<file path="src/rtl/shared_mem_rr_arbiter.sv">
// Round-robin arbiter sharing one single-port byte-enabled memory; grant is combinational, read data appears 2 cycles after grant.
// Reads are credit-limited by a 2-entry response FIFO (stall while full); writes are posted and never stall on responses.
module shared_mem_rr_arbiter #(
   parameter int NUM_REQS = 4,
   parameter int DATAW    = 32,
   parameter int SIZE     = 1024,
   parameter int BYTEENW  = DATAW / 8,
   parameter int ADDRW    = $clog2(SIZE),
   parameter int IDW      = $clog2(NUM_REQS)
) (
   input  logic                          clk_i,
   input  logic                          rst_ni,
   input  logic [NUM_REQS-1:0]           req_valid_i,
   input  logic [NUM_REQS-1:0]           req_rw_i,
   input  logic [NUM_REQS*ADDRW-1:0]     req_addr_i,
   input  logic [NUM_REQS*BYTEENW-1:0]   req_byteen_i,
   input  logic [NUM_REQS*DATAW-1:0]     req_wdata_i,
   output logic [NUM_REQS-1:0]           req_ready_o,
   output logic                          rsp_valid_o,
   output logic [IDW-1:0]                rsp_id_o,
   output logic [DATAW-1:0]              rsp_data_o,
   input  logic                          rsp_ready_i,
   output logic [ADDRW-1:0]              mem_addr_o,
   output logic [BYTEENW-1:0]            mem_wren_o,
   output logic [DATAW-1:0]              mem_wdata_o,
   input  logic [DATAW-1:0]              mem_rdata_i
);

   logic [IDW-1:0]   rr_q, rr_d;
   logic             inflight_q, inflight_d;
   logic [IDW-1:0]   id_q, id_d;
   logic [DATAW-1:0] fifo_data_q [2];
   logic [IDW-1:0]   fifo_id_q [2];
   logic             rd_ptr_q, wr_ptr_q;
   logic [1:0]       count_q;

   logic                rsp_fire, read_ok, gnt_vld, gnt_rd, push;
   logic [IDW-1:0]      gnt_idx;
   logic [NUM_REQS-1:0] elig;
   logic [2:0]          occ;

   assign rsp_valid_o = (count_q != 2'd0);
   assign rsp_id_o    = fifo_id_q[rd_ptr_q];
   assign rsp_data_o  = fifo_data_q[rd_ptr_q];
   assign rsp_fire    = rsp_valid_o & rsp_ready_i;

   // A pop in this cycle frees a slot immediately, so reads can stream at one per cycle.
   assign occ     = {1'b0, count_q} + {2'b00, inflight_q} - {2'b00, rsp_fire};
   assign read_ok = (occ < 3'd2);
   assign elig    = req_valid_i & (req_rw_i | {NUM_REQS{read_ok}}) & {NUM_REQS{rst_ni}};

   always_comb begin : arb
      int j;
      logic [IDW-1:0] cand;
      j       = 0;
      cand    = '0;
      gnt_vld = 1'b0;
      gnt_idx = '0;
      for (int i = 0; i < NUM_REQS; i++) begin
         j = int'(rr_q) + i;
         if (j >= NUM_REQS) j = j - NUM_REQS;
         cand = IDW'(j);
         if (!gnt_vld && elig[cand]) begin
            gnt_vld = 1'b1;
            gnt_idx = cand;
         end
      end
   end

   always_comb begin
      req_ready_o = '0;
      mem_addr_o  = '0;
      mem_wren_o  = '0;
      mem_wdata_o = '0;
      gnt_rd      = 1'b0;
      if (gnt_vld) begin
         req_ready_o[gnt_idx] = 1'b1;
         mem_addr_o = req_addr_i[int'(gnt_idx)*ADDRW +: ADDRW];
         if (req_rw_i[gnt_idx]) begin
            mem_wren_o  = req_byteen_i[int'(gnt_idx)*BYTEENW +: BYTEENW];
            mem_wdata_o = req_wdata_i[int'(gnt_idx)*DATAW +: DATAW];
         end else begin
            gnt_rd = 1'b1;
         end
      end
   end

   always_comb begin
      rr_d       = rr_q;
      inflight_d = gnt_rd;
      id_d       = id_q;
      if (gnt_vld) rr_d = (gnt_idx == IDW'(NUM_REQS - 1)) ? '0 : gnt_idx + IDW'(1);
      if (gnt_rd)  id_d = gnt_idx;
   end

   assign push = inflight_q;

   always_ff @(posedge clk_i or negedge rst_ni) begin
      if (!rst_ni) begin
         rr_q           <= '0;
         inflight_q     <= 1'b0;
         id_q           <= '0;
         rd_ptr_q       <= 1'b0;
         wr_ptr_q       <= 1'b0;
         count_q        <= 2'd0;
         fifo_data_q[0] <= '0;
         fifo_data_q[1] <= '0;
         fifo_id_q[0]   <= '0;
         fifo_id_q[1]   <= '0;
      end else begin
         rr_q       <= rr_d;
         inflight_q <= inflight_d;
         id_q       <= id_d;
         if (push) begin
            fifo_data_q[wr_ptr_q] <= mem_rdata_i;
            fifo_id_q[wr_ptr_q]   <= id_q;
            wr_ptr_q              <= ~wr_ptr_q;
         end
         if (rsp_fire) rd_ptr_q <= ~rd_ptr_q;
         count_q <= count_q + {1'b0, push} - {1'b0, rsp_fire};
      end
   end

   a_no_overflow: assert property (@(posedge clk_i) disable iff (!rst_ni)
      !(push && (count_q == 2'd2) && !rsp_fire));

endmodule

</file>
<file path="config.mk">
export PLATFORM = sky130hd
export DESIGN_NAME = shared_mem_rr_arbiter
export DESIGN_NICKNAME = d
export VERILOG_FILES = /design/src/rtl/shared_mem_rr_arbiter.sv
export SDC_FILE = /design/constraint.sdc
export NUM_CORES = 1
export LEC_CHECK = 0
export CAP_MARGIN = 15
export CELL_PAD_IN_SITES_DETAIL_PLACEMENT = 1
export CELL_PAD_IN_SITES_GLOBAL_PLACEMENT = 1
export CORE_ASPECT_RATIO = 0.7
export CORE_MARGIN = 5
export CORE_UTILIZATION = 29
export CTS_CLUSTER_SIZE = 24
export DETAILED_ROUTE_END_ITERATION = 7
export GPL_TIMING_DRIVEN = 0
export MAX_ROUTING_LAYER = met4
export PLACE_DENSITY_LB_ADDON = 0.1
export SYNTH_ARGS = -nofsm -noshare
export SYNTH_HDL_FRONTEND = slang
export SYNTH_SLANG_ARGS = --single-unit
</file>
<file path="constraint.sdc">
create_clock -name clk_i -period 14.3 [get_ports clk_i]
set_input_delay 2.86 -clock clk_i [delete_from_list [all_inputs] [get_ports clk_i]]
set_output_delay 2.86 -clock clk_i [all_outputs]
set_load 0.02 [all_outputs]
</file>
Word-level counts from Yosys, hierarchy flattened

Index checks and enable logic that the tools add are counted.

Register bits: 77
Input bits: 227
Output and inout bits: 85
Logic and storage cells: 103

$add $sub $neg: 12
Multipliers: 1
Order comparisons: 14
Equality and inequality tests: 1
Shifts and indexed selects: 3
Muxes and demuxes: 45
Bitwise gates (word level): 8
Reductions and logical operators: 9

Operators with widths:

| kind                  | count |
|---|---|
| $mux W32              | 6 |
| $shiftx A128 B8 Y32   | 1 |
| $bwmux W64            | 1 |
| $shiftx A40 B7 Y10    | 1 |
| $demux W32 S1         | 1 |
| $mux W2               | 13 |
| $shiftx A16 B5 Y4     | 1 |
| $lt A2 B3 Y1 const B  | 5 |
| $mux W1               | 12 |
| $mux W4               | 3 |
| $bmux W1 S2           | 5 |
| $mux W10              | 1 |
| $ge A3 B3 Y1 const B  | 3 |
| $and A4 B4 Y4         | 2 |
| $sub A2 B1 Y2 const B | 4 |
| $add A2 B2 Y3 const B | 2 |
| $logic_and A1 B1 Y1   | 5 |
| $mul A2 B3 Y5 const B | 1 |
| $bwmux W4             | 1 |
| $ge A2 B2 Y1 const B  | 2 |
| $not A1 Y2            | 2 |
| $or A4 B4 Y4          | 1 |
| $add A2 B1 Y3         | 1 |
| $add A2 B1 Y3 const B | 1 |
| other kinds (15)      | 18 |

Longest topological paths before layout

Gate-level depths: netlist (run 1).

Depth in word-level cells: 24
Depth in mapped cells: 17
Depth with buffers taken out: 16

Worst setup path before layout (run 1)

OpenSTA, ideal clock, no wires.

Kind: in2out
Start point: input port rsp_ready_i
End point: output port mem_addr_o[9]
Data arrival time: 5992 ps
Data required time: 11440 ps
Path slack: 5448 ps
Stages: 13
Path buffers: 2
Path through: and2_1 > ha_1 > inv_1 > ha_1 > fa_1 > xnor2_2 > o31a_1 > o221ai_2 > a21oi_2 > buf_2 > buf_1 > nand2_1 > a311oi_1

Cells in the longest elaborated chain, start to end: 21
Elaborated cells on any way between the ends: 31
Those cells by class: 1 x add/sub; 1 x mul; 1 x order compare; 1 x shift; 17 x mux; 4 x bitwise; 6 x reduce/logical

Ends and longest elaborated chain:

| item                           | line | source |
|---|---|---|
| start: declaration             | 22   | `input logic rsp_ready_i,` |
| $and A1 B1 Y1 (*)              | 45   | `assign rsp_fire = rsp_valid_o & rsp_ready_i;` |
| $sub A3 B1 Y3 (*)              | 48   | `assign occ = {1'b0, count_q} + {2'b00, inflight_q} - {2'b00, rsp_fire};` |
| $lt A3 B2 Y1 (*)               | 49   | `assign read_ok = (occ < 3'd2);` |
| $or A4 B4 Y4 (*)               | 50   | `assign elig = req_valid_i & (req_rw_i \| {NUM_REQS{read_ok}}) & {NUM_REQS{rst_ni}};` |
| $and A4 B4 Y4 (*) (2 in a row) | 50   |  |
| $bmux W1 S2                    | 63   | `if (!gnt_vld && elig[cand]) begin` |
| $mux W1 (not written as such)  | 63   |  |
| $mux W1                        | 63   |  |
| (+4 left out)                  | n/a  |  |
| $logic_and A1 B1 Y1            | 63   |  |
| $mux W1                        | 63   |  |
| $logic_not A1 Y1               | 63   |  |
| $logic_and A1 B1 Y1            | 63   |  |
| $mux W2                        | 63   |  |
| $mul A2 B3 Y5                  | 78   | `mem_addr_o = req_addr_i[int'(gnt_idx)*ADDRW +: ADDRW];` |
| $shiftx A40 B7 Y10             | 78   |  |
| $mux W10 (*)                   | 76   | `if (gnt_vld) begin` |
| end: declaration               | 23   | `output logic [ADDRW-1:0] mem_addr_o,` |

Mark *: on every way between the ends. The rest lies on a longest branch, timed or not. The select of a mux whose other input is x is not followed.

Final worst setup path (run 1)

Start point: input port rsp_ready_i
End point: output port req_ready_o[2]

Cells in the longest elaborated chain, start to end: 23
Elaborated cells on any way between the ends: 34
Those cells by class: 1 x add/sub; 3 x order compare; 19 x mux; 4 x bitwise; 7 x reduce/logical

Ends and longest elaborated chain:

| item                                                               | line | source |
|---|---|---|
| $and A1 B1 Y1 (*)                                                  | 45   |  |
| named net rsp_fire                                                 | 37   | `logic rsp_fire, read_ok, gnt_vld, gnt_rd, push;` |
| $sub A3 B1 Y3 (*)                                                  | 48   |  |
| $lt A3 B2 Y1 (*)                                                   | 49   |  |
| $or A4 B4 Y4 (*)                                                   | 50   |  |
| $and A4 B4 Y4 (*) (2 in a row)                                     | 50   |  |
| $bmux W1 S2                                                        | 63   |  |
| $mux W1 (not written as such)                                      | 63   |  |
| (+7 left out)                                                      | n/a  |  |
| $logic_not A1 Y1                                                   | 63   |  |
| $logic_and A1 B1 Y1                                                | 63   |  |
| $mux W2                                                            | 63   |  |
| $lt A2 B3 Y1 (not written as such) or $ge A2 B1 Y1 (tied branches) | 77   | `req_ready_o[gnt_idx] = 1'b1;` |
| $logic_and A1 B1 Y1 (not written as such)                          | 77   |  |
| $mux W1 (not written as such)                                      | 77   |  |
| $demux W1 S2                                                       | 77   |  |
| $mux W4 (*)                                                        | 76   |  |
| end: declaration                                                   | 18   | `output logic [NUM_REQS-1:0] req_ready_o,` |

Mark *: on every way through the listed nets, which the timed path passes. The rest lies on a longest branch. The select of a mux whose other input is x is not followed.

==> metrics, run 1 <==
unrepaired setup endpoints after global routing no; GPL Wtd Cong 0.966; die height 122 um; Synth Area in Adders approximately 1.8%; mux cell area share after synthesis 22.5%; clock root buffer clkbuf_16; synthesized flop and latch total 77; CP endpoint kind output port; vias 5789; Clock Sinks 77; # rows 41; CP dominant cell by count ha_1; simple-gate share of the synthesized area between 20% and 30%; Reg2Reg Launch Point count_q[1]$_DFF_PN0_; area grow syn2layout 73.0%; crit-path cells clkdlybuf4s50_1 -> and2_1 -> ha_1 -> inv_1 -> ha_1 -> fa_1 -> xnor2_2 -> o31a_1 -> a221oi_1 -> nor2_1 -> nor2_2 -> inv_2 -> buf_1 -> clkbuf_1 -> ha_1 -> and2_1 -> clkdlybuf4s50_1; Starting Density 29.2%; routed vias/inst 4.95; Post-Route Setup TNS 0 ns; Port Buf Inserts 311; TritonCTS clock tree built; Cell Area, Synth around 5200 um^2; I/O pin count 312; post-detailed-route count of antenna-violating nets 0; share of post-route cells with drive strength above 1 15.5%; Fin Clk Skew 0.00393 ns; measured slew at the worst slew-check pin 0.687 ns; initial antenna violation count 1; All-Layer GR Usage a little under a quarter; Pre-antenna DRT Iters 4; Finished Core Util 50.6%; Inst Count DP 1152; worst hold-check path type flop to flop; total die area 20800 um^2; pin count of the biggest net entering global routing 55; most common cell after layout, fill and taps aside clkdlybuf4s50_1; DRT iter0 DRCs 221; post-synthesis net count 838; xor/xnor share of the synthesized area 0.649%; commonest non-fill, non-tap cells in the layout clkdlybuf4s50_1 (310), nand2_1 (192), mux2_2 (102); Synth Area in Compound Gates 5.19%; Worst setup SP type primary input; combinational family with the most area after synthesis simple AND/OR/NAND/NOR gates; Hold Crit Start wr_ptr_q$_DFFE_PN0P_; clock-pin slew on the worst setup and hold paths 0.06 ns; WL per Instance roughly 21 um; Setup CP Type primary input to output port; final setup fails 0; vias in the first global route 6180; postcts setup bufs 0; outcome complete, no violations; DP HPWL 20600 um; Max Slew Vio Count 0; H-tree depth 3; Mapped Cells 604; CP max FO 11; Period Utilization, post-route ~72%; CP max-delay cell clkdlybuf4s50_1; post-layout min period around 10 ns; Max-slew headroom a little over half; fin worst setup slack slightly below 4 ns; leakage power around 3.8 nW; Hold Vio Cnt, Final 0; Ys Warns 0; worst skew pair latency 0.33 ns; crit path DAT 7.47 ns; nets 1161; Req. time, crit path 11.44 ns; max-cap violations 0; total CTS buffers 9; Placeable Area 17800 um^2; hold buffer count at cts 0; Avg Cell Area, Syn about 8.6 um^2; global route overflow 0; Setup crit start rsp_ready_i; first-pass GRT wire length 36100 um; sequential share of the synthesized area 37.0%; Netlist cell types 39; Peak VDD IR approximately 0.11 mV; Worst path max stage delay 0.63 ns; CTS Buffer Depth 2; Finished Layout Cells between 1000 and 1500; Detailed Route WL 24900 um; f_max roughly 0.097 GHz; pre-CTS setup slack 3.94 ns; power per cell area 244 nW/um^2; post-CTS sizing 0; die width 170 um; Remaining DRCs 0
==> critical path, delay by kind of cell <==
family,cells,cell delay (ns)
simple gates,4,0.54
buf+inv,6,2.22
compound gates,2,0.39
xor+xnor,1,0.35
fa+ha+maj,4,1.10
==> cells by family (layout without fill, tap and decap cells) <==
family | after synthesis | count (layout)
AND/OR/NAND/NOR | 328 | 328
multiplexers | 104 | 104
flip-flops | 77 | 77
buffers and inverters | 56 | 384
AO/OA/AOI/OAI | 29 | 29
adder cells (fa/ha/maj) | 7 | 7
XOR/XNOR | 3 | 3
other | 0 | 1
==> synth_stat cells, drive strengths merged <==
cell type  instances  share of area, %
inv               10              0.72
a21oi              2              0.26
and2               6              0.72
a221oi             2              0.34
buf               22               2.1
and3              46               5.5
o31a               3              0.51
clkbuf            24               1.8
nand4              1              0.12
mux2i              2              0.38
fa                 1              0.38
nor2               4              0.34
ha                 6               1.4
a31oi              2              0.24
a22o               1              0.17
xnor2              1              0.31
mux2             102                22
a211oi             3              0.77
o221ai             1              0.29
xor2               2              0.34
o21ai              1             0.096
or4                1              0.14
nor2b              1              0.12
nand3             76               7.3
a311oi            10               1.7
o31ai              2              0.55
dfrtp             77                37
nand2            192                14
a21o               2              0.29
nand3b             1              0.14
==> routing by layer <==
layer | routed length (um) | share of wire, % | track usage [%] | vias up
met5 | 0 | 0 | - | -
met4 | 572 | 2.3 | 5.79 | 0
met3 | 1400 | 5.6 | 4.51 | 34
met2 | 12600 | 51 | 39.5 | 187
met1 | 10300 | 42 | 28.8 | 2837
li1 | - | - | - | 2731
==> power by group <==
part / switching [mW] / leakage (nW) / total [mW] / internal [mW]
Combinational: 0.832 / 2.76 / 1.53 / 0.701
Clock: 0.0893 / 0.177 / 0.278 / 0.189
Sequential: 0.0589 / 0.908 / 0.390 / 0.331
Total: 0.980 / 3.84 / 2.20 / 1.22
==> layout make-up <==
class | instances | area, um^2
multi-input combinational | 471 | 3040
tap | 236 | 295
timing repair buffer | 312 | 3140
clock buffer | 10 | 229
clock inverter | 6 | 134
inverter | 10 | 37.5
fill | 2046 | 8800
antenna | 1 | 2.50
sequential | 77 | 1930
buffer | 46 | 200
==> registers in the layout, summed over array words and instances, names as in the netlist <==
name	count
wr_ptr_q	1
rd_ptr_q	1
inflight_q	1
fifo_data_q	64
id_q	2
fifo_id_q	4
count_q	2
rr_q	2
==> worst paths after layout <==
path,to,slack [ns],cells past startpoint
min reg2reg,wr_ptr_q$_DFFE_PN0P_,0.49,1
max reg2reg,rr_q[1]$_DFFE_PN0P_,10.04,16
max,req_ready_o[2],3.97,17
max in group asynchronous,fifo_data_q[38]$_DFFE_PN0P_,11.29,2
min in group asynchronous,fifo_data_q[55]$_DFFE_PN0P_,2.43,1
min,wr_ptr_q$_DFFE_PN0P_,0.49,1
==> metrics by stage <==
step                hold slack, ns  power [mW]  area, um^2
global placement             0.477        1.88        8610
floorplan                    0.463        1.26        5200
global route                 0.513        2.34        9000
detailed placement           0.488        1.93        8640
CTS                          0.499        2.22        9000
finish                       0.494        2.20        9000
(Power assumes the default switching activity.)
==> run 2: changes to the inputs <==
--- a/config.mk
+++ b/config.mk
@@ -10,7 +10,7 @@
 export CELL_PAD_IN_SITES_GLOBAL_PLACEMENT = 1
 export CORE_ASPECT_RATIO = 0.7
 export CORE_MARGIN = 5
-export CORE_UTILIZATION = 29
+export CORE_UTILIZATION = 24
 export CTS_CLUSTER_SIZE = 24
 export DETAILED_ROUTE_END_ITERATION = 7
 export GPL_TIMING_DRIVEN = 0
==> constraint.sdc (replaced) <==
create_clock -name clk_i -period 9.2 [get_ports clk_i]
set_input_delay 1.84 -clock clk_i [delete_from_list [all_inputs] [get_ports clk_i]]
set_output_delay 1.84 -clock clk_i [all_outputs]
set_load 0.02 [all_outputs]
==> run 2 against run 1 <==
Compared with the run above:
- wire length decreased by 6.3%
- largest cell class unchanged
- highest routed layer unchanged
- clock power rose by 37%
- count of clock-buffer cells in the layout unchanged
- critical path type unchanged
- largest power group unchanged
==> metrics, run 2 (synthesized netlist as in run 1, its figures left out) <==
Largest register FFs 64 (unchanged); Placeable Area 21500 um^2 (+21%); share of post-route cells with drive strength above 1 15.6% (+0.11 points); pin count of the biggest net entering global routing 69 (+25%); total die area 24800 um^2 (+19%); initial antenna violation count 1 (unchanged); Inst Count DP 1198 (+4.0%); post-layout min period between 8 and 9 ns; post-detailed-route count of antenna-violating nets 0 (unchanged); area grow syn2layout 73.4%; Largest regs fifo_data_q: 64 flops, fifo_id_q: 4 flops; measured slew at the worst slew-check pin 0.657 ns (-0.0294 ns); hold path cells 1 (unchanged); Setup CP Type primary input to output port; FF-to-FF path depth 16 (unchanged); commonest non-fill, non-tap cells in the layout clkdlybuf4s50_1 (310), nand2_1 (192), mux2_2 (102); total CTS buffers 9 (unchanged); GR Util met1 25.3% (-3.5 points); Biggest register fifo_data_q; postcts setup bufs 0 (unchanged); hold buffer count at cts 0 (unchanged); CP max-delay cell clkdlybuf4s50_1; Post-Route Setup TNS 0 ns (unchanged); met2 Use GR 29.5% (-10 points); placed inst area 8690 um^2 (+0.67%); worst skew pair latency 0.33 ns (about the same); Max Slew Vio Count 0 (unchanged); DRT iter0 DRCs 137 (-38%); Detailed Route WL 23300 um (-6.3%); Starting Density 24.2% (-5.0 points); Period Utilization, post-route 90.5%; I/O pin count 312 (unchanged); Remaining DRCs 0 (unchanged); # rows 45 (+9.8%); Pre-antenna DRT Iters 4 (unchanged); All-Layer GR Usage 18.7% (-4.6 points); fillers 2504 (+22%); flop2flop setup slack 4.97 ns (-5.07 ns); crit path DAT 6.48 ns (-0.99 ns); leakage power 3.82 nW (-0.48%); post-CTS sizing 0 (unchanged); Hold Vio Cnt, Final 0 (unchanged); Port Buf Inserts 311 (unchanged); Total Power 3.33 mW (+51%); max-cap violations 0 (unchanged); outcome complete, no violations; vias 5508 (-4.9%); Worst R2R End rr_q[1]$_DFFE_PN0P_; met3 Use GR 3.74% (-0.77 points); global route overflow 0 (unchanged); Hold EP wr_ptr_q$_DFFE_PN0P_; CTS Buffer Depth 2 (unchanged); f_max between 0.1 and 0.15 GHz; Worst setup SP type primary input; power per cell area 369 nW/um^2 (+51%); Buf/Inv on CP 6 (unchanged); Hold Crit Start wr_ptr_q$_DFFE_PN0P_; fin area 9020 um^2 (+0.22%); die width 186 um (+9.3%); nets 1161 (unchanged); WL per Instance 19.2 um (-9.8%); first-pass GRT wire length 34700 um (-3.8%); most common cell after layout, fill and taps aside clkdlybuf4s50_1; Worst path max stage delay 0.66 ns (+0.03 ns); unrepaired setup endpoints after global routing no; H-tree depth 3 (unchanged); routed vias/inst 4.53 (-8.5%); clock-pin slew on the worst setup and hold paths 0.06 ns (about the same); Finished Core Util 41.9% (-8.6 points); final setup fails 0 (unchanged); grt peak-use layer met2; CP max FO 11 (unchanged); crit-path leading delay family buffers and inverters; GPL Wtd Cong 0.839 (-13%); Max-slew headroom 56.2% (+2.0 points); TritonCTS clock tree built; DP HPWL 19100 um (-7.3%); CP dominant cell by count ha_1; Fin Clk Skew 0.00480 ns (+0.000869 ns); die height 133 um (+9.1%); CP endpoint kind output port; Finished Layout Cells 1215 (+3.9%); crit-path cells clkdlybuf4s50_1 -> and2_1 -> ha_1 -> inv_1 -> ha_1 -> fa_1 -> o31ai_1 -> a221oi_1 -> nor2_1 -> nor2_2 -> inv_2 -> buf_1 -> clkbuf_1 -> ha_1 -> and2_1 -> clkdlybuf4s50_1; Reg2Reg Launch Point count_q[1]$_DFF_PN0_; worst hold-check path type flop to flop; vias in the first global route 5844 (-5.4%); Clock Sinks 77 (unchanged); Peak VDD IR 0.129 mV (+18%); clock root buffer clkbuf_16; Req. time, crit path 7.36 ns (-4.08 ns)
## run 2: changes by cell type in the layout (fill, tap and decap cells not counted), sizes merged
cell	previous run	this run
bufinv	4	2
clkinv	1	3
clkinvlp	0	1
inv	11	10
## run 2: area by class of cell
cell class,count,area (um^2),share of cell area [%]
clock inverter,6,86.3,0.957
clock buffer,10,239,2.65
multi-input combinational,471,3040,33.7
timing repair buffer,312,3140,34.8
buffer,46,200,2.22
sequential,77,1930,21.4
tap,282,353,3.91
inverter,10,37.5,0.416
antenna,1,2.50,0.0277
## run 2: routing by layer
layer  up-vias  share of wire (%)
li1       2725                  -
met1      2629                 46
met2       142                 47
met3        12                5.5
met4         0                1.1
met5         -                  0
## run 2: worst max-delay path by stage
| stage | slack (ns) | to | from | cells past startpoint |
|---|---|---|---|---|
| 2_1_floorplan | 2.39 | mem_addr_o[9] | rsp_ready_i | 13 |
| 3_3_place_gp | -1.24 | req_ready_o[2] | rst_ni | 13 |
| 3_5_place_dp | 0.84 | req_ready_o[2] | rsp_ready_i | 17 |
| 4_1_cts | 0.84 | req_ready_o[2] | rsp_ready_i | 17 |
| 5_1_grt | 0.49 | req_ready_o[0] | rsp_ready_i | 17 |
| 6_report | 0.88 | req_ready_o[0] | rsp_ready_i | 16 |
## run 2: power breakdown
part,leakage (nW),switching (mW),internal (mW)
registers,0.908,0.0850,0.515
logic,2.76,1.26,1.09
clock network,0.158,0.136,0.244
## run 2: per-stage QoR
| step | hold WS (ns) | setup WS, ns |
|---|---|---|
| global route | 0.518 | 0.490 |
| detailed placement | 0.480 | 0.838 |
| finish | 0.489 | 0.878 |
| global placement | 0.482 | -1.24 |
| CTS | 0.492 | 0.836 |
| floorplan | 0.463 | 2.39 |
==> run 3: changes to the inputs <==
--- a/config.mk
+++ b/config.mk
@@ -13,6 +13,7 @@
 export CORE_UTILIZATION = 24
 export CTS_CLUSTER_SIZE = 24
 export DETAILED_ROUTE_END_ITERATION = 7
+export GPL_ROUTABILITY_DRIVEN = 0
 export GPL_TIMING_DRIVEN = 0
 export MAX_ROUTING_LAYER = met4
 export PLACE_DENSITY_LB_ADDON = 0.1
==> results of run 3 <==
No change in the layout: final DEF, timing and power equal those of run 2.
==> RTL change 1: new RTL, flow settings as in run 3 <==
Change the parameter `SIZE` from 1024 to 512.
--- a/src/rtl/shared_mem_rr_arbiter.sv
+++ b/src/rtl/shared_mem_rr_arbiter.sv
@@ -4,5 +4,5 @@
    parameter int NUM_REQS = 4,
    parameter int DATAW    = 32,
-   parameter int SIZE     = 1024,
+   parameter int SIZE     = 512,
    parameter int BYTEENW  = DATAW / 8,
    parameter int ADDRW    = $clog2(SIZE),
Ports: changed (resized mem_addr_o and req_addr_i); port bits go from 312 to 307. No check against the original RTL was run, so the function may have changed too.
==> RTL change 1 against run 3 <==
  * Die area down 0.31%
  * Synthesized area down 0.34%
  * Critical path depth down 1
  * Total power down 0.84%
  * Routed wire length down 2.3%
  * Maximum frequency up 1.5%
  * Via count up 2.2%
  * Sequential cell count unchanged
  * Design area down 0.87%
  * Worst setup slack better by 120 ps
  * Final cell count down 0.99%
  * Count of clock-buffer cells in the layout down 1
==> RTL change 1: results <==
export IMPL_synthArstFlopShare_pct=100
export IMPL_hold_path_class="reg -> reg"
export IMPL_hpwl_um=18900
export IMPL_grt_pass1_vias=6209
export IMPL_slowest_stage="clkdlybuf4s50_1"
export IMPL_post_place_ws_ps=967
export IMPL_post_dp_cell_area_sq_mm=0.00863
export IMPL_final_layout_size_suffix_gt1_share_pct=15.4
export IMPL_cts_buffer_depth=2
export IMPL_numCtsBuffers=9
export IMPL_grt_antenna_before_repair=1
export IMPL_reg_largest_list="fifo_data_q: 64 flops, fifo_id_q: 4 flops"
export IMPL_clkTransAtPathRegs_ps=50
export IMPL_cp_arrival_ps=6360
export IMPL_nets=1146
export IMPL_num_vias=5630
export IMPL_power_leakage_nw=3.78
export IMPL_synth_warnings=0
export IMPL_path_max_fanout=11
export IMPL_synth_common_cells="nand2_1 (188), mux2_2 (102), dfrtp_1 (77)"
export IMPL_cts_root_buf="clkbuf_16"
export IMPL_drtIter0Drc=226
export IMPL_htreeDepth=3
export IMPL_synth_area_top_cells="dfrtp_1 (37%), mux2_2 (22%), nand2_1 (14%)"
export IMPL_status="finished clean"
export IMPL_grt_start_max_net_pins=72
export IMPL_max_stage_delay_ps=710
export IMPL_synth_cell_type_count=39
export IMPL_synth_fp_nets=828
export IMPL_cp_top_family="buffers and inverters"
export IMPL_grt_pass1_wl_um=34600
export IMPL_port_buffers=306
export IMPL_grtUsageTotal_pct=18.3
export IMPL_clk_latency_ps=330
export IMPL_ir_drop_uv=149
export IMPL_yosysSeqAreaShare_pct=37.2
export IMPL_wl_per_cell_um=18.9
export IMPL_cts_resized=0
export IMPL_drt_pre_antenna_iters=4
export IMPL_post_cts_buffers=0
export IMPL_synth_edf_count=0
export IMPL_finClkSkew_ps=5.94
export IMPL_worst_slew_pin_transition_ps=663
RTL change 1: final timing paths:
kind | start | to | slack [ps] | cells after the start
max | rsp_ready_i | mem_addr_o[0] | 1000 | 15
min | wr_ptr_q | wr_ptr_q | 500 | 1
max reg2reg | count_q[1] | rr_q[1] | 4880 | 16
min reg2reg | wr_ptr_q | wr_ptr_q | 500 | 1
max in group asynchronous | rst_ni | fifo_data_q[39] | 7300 | 2
min in group asynchronous | rst_ni | fifo_data_q[25] | 1330 | 1
RTL change 1: area by class of cell:
| cell class | instances | area, sq um |
|---|---|---|
| Clock buffer | 9 | 225 |
| Buffer | 46 | 215 |
| Antenna cell | 1 | 2.50 |
| Tap cell | 282 | 353 |
| Multi-Input combinational cell | 465 | 3010 |
| Timing Repair Buffer | 307 | 3090 |
| Fill cell | 2476 | 12500 |
| Inverter | 10 | 37.5 |
| Sequential cell | 77 | 1930 |
| Clock inverter | 6 | 88.8 |
RTL change 1: cell families after synthesis:
| family | Yosys count | synth area share, % |
|---|---|---|
| mux | 104 | 22.5 |
| buf+inv | 56 | 4.87 |
| simple gates | 323 | 27.9 |
| xor+xnor | 3 | 0.652 |
| fa+ha+maj | 7 | 1.83 |
| compound gates | 28 | 5.04 |
| flops | 77 | 37.2 |
RTL change 1: worst reg2reg max path, stage by stage (launching register included):
cell	delay, ps
dfrtp_1	410
inv_1	120
nand2_1	80
and2_1	200
ha_1	280
inv_1	40
ha_1	170
fa_1	580
o31a_1	420
a221oi_1	320
nor2_1	120
nor2_1	160
buf_2	280
clkbuf_1	550
ha_1	350
nand2_1	50
o21ai_0	80
RTL change 1: through the flow:
step	instances	setup TNS [ps]
final	1203	0
after global routing	1203	0
after CTS	1202	0
after detailed placement	1187	0
after global placement	1186	-29850
after floorplan	598	0
RTL change 1: per-layer routing:
layer,vias up,GRT usage (%),part of all wire (%),wire (um)
li1,2693,-,-,-
met4,0,3.52,1.4,328
met1,2700,24.3,45,10200
met2,216,29.1,47,10700
met5,-,-,0,0
met3,21,3.65,7.0,1590
RTL change 1: report_power, final:
part | switching, mW | internal (mW) | total, mW
sequential | 0.0874 | 0.515 | 0.602
combinational | 1.24 | 1.09 | 2.33
clock | 0.134 | 0.236 | 0.369
total | 1.46 | 1.84 | 3.30
==> RTL change 2: new RTL, config.mk and constraints of run 3 <==
Made on the original files. Make the reset (`rst_ni`) synchronous in one clocked block.
--- a/src/rtl/shared_mem_rr_arbiter.sv
+++ b/src/rtl/shared_mem_rr_arbiter.sv
@@ -96,5 +96,5 @@
    assign push = inflight_q;
 
-   always_ff @(posedge clk_i or negedge rst_ni) begin
+   always_ff @(posedge clk_i) begin
       if (!rst_ni) begin
          rr_q           <= '0;
Check against the original RTL: differs if rst_ni is asserted again (counterexample within 4 cycles, from zero or initial values and one cycle with rst_ni low); with rst_ni held inactive, the same outputs for 4 cycles.
==> RTL change 2 against run 3 <==
  * Design area grew 0.82%
  * Sequential cell count rose by 1
  * Total power fell by 0.97%
  * Synthesized area grew 2.0%
  * Routed wire length fell by 3.3%
  * Maximum frequency grew 2.3%
  * Worst setup slack improved by 190 ps
==> RTL change 2: results <==
export IMPL_drt_pre_antenna_iters=4
export IMPL_synth_common_cells="nand2_1 (99), and2_1 (82), mux2i_1 (74)"
export IMPL_grt_start_max_net_pins=33
export IMPL_drt_total_wl_um=22500
export IMPL_yosysSeqAreaShare_pct=42.3
export IMPL_synth_edf_count=68
export IMPL_wl_met3_um=1560
export IMPL_final_layout_size_suffix_gt1_share_pct=8.88
export IMPL_synth_area_top_cells="edfxtp_1 (38%), mux2i_1 (14%), and2_1 (9.7%)"
export IMPL_fill_cells=2428
export IMPL_wl_per_cell_um=19.8
export IMPL_grtUsageTotal_pct=17.8
export IMPL_grt_overflow=0
export IMPL_grt_pass1_vias=5899
export IMPL_cts_buffer_depth=2
export IMPL_clock_area_share_pct=2.92
export IMPL_drtIter0Drc=141
export IMPL_multi_input_area_sq_mm=0.00286
export IMPL_worst_slew_pin_transition_ps=670
export IMPL_synthArstFlopShare_pct=0
export IMPL_dpl_cell_count=1123
export IMPL_n_all_inverters=11
export IMPL_antenna_cells=2
export IMPL_synth_cell_type_count=40
export IMPL_num_vias=5166
export IMPL_p_clk_mw=0.319
export IMPL_hpwl_um=18700
export IMPL_multi_input_area_share_pct=31.4
export IMPL_synth_fp_nets=762
export IMPL_finClkSkew_ps=6.51
export IMPL_path_max_fanout=11
export IMPL_nonClkBufAreaFrac_pct=36.7
export IMPL_buffers=352
export IMPL_ys_seq_elements=78
export IMPL_post_dp_cell_area_sq_mm=0.00883
export IMPL_switching_share_pct=46.4
export IMPL_status="finished clean"
export IMPL_max_stage_delay_ps=610
export IMPL_wl_met2_um=11400
export IMPL_post_place_ws_ps=993
export IMPL_synth_ff_type="edfxtp_1"
export IMPL_p_comb_mw=2.45
export IMPL_use_met2_pct=30.9
export IMPL_grt_use_met3_pct=4.81
export IMPL_multi_input_comb_cells=400
export IMPL_gr_usage_met1_pct=21.3
export IMPL_synth_cells=528
export IMPL_final_common_cell="clkdlybuf4s50_1"
export IMPL_area_growth_pct=71.4
export IMPL_ir_drop_uv=160
[RTL change 2: path summary, 6_finish.rpt]
path	start	end	slack, ps	depth (start not counted)
worst max-delay path	rsp_ready_i	req_ready_o[0]	1070	15
worst min-delay path	id_q[0]	id_q[0]	510	1
worst max register to register	count_q[1]	rr_q[1]	5040	15
worst min register to register	id_q[0]	id_q[0]	510	1
[RTL change 2: cell families (layout without fill, tap and decap cells)]
family | after synthesis | after routing | share of synthesized area, %
compound gates | 43 | 43 | 6.70
xor+xnor | 3 | 3 | 0.637
fa+ha+maj | 7 | 7 | 1.79
buf+inv | 50 | 378 | 4.20
flops | 78 | 78 | 42.3
mux | 109 | 109 | 21.4
other cells | 0 | 2 | 0
simple gates | 238 | 238 | 23.0
[RTL change 2: per-stage QoR]
step	hold WS [ps]	power (mW)
3_5_place_dp	502	3.03
2_1_floorplan	467	1.94
6_report	514	3.29
3_3_place_gp	502	2.99
5_1_grt	556	3.53
4_1_cts	522	3.36
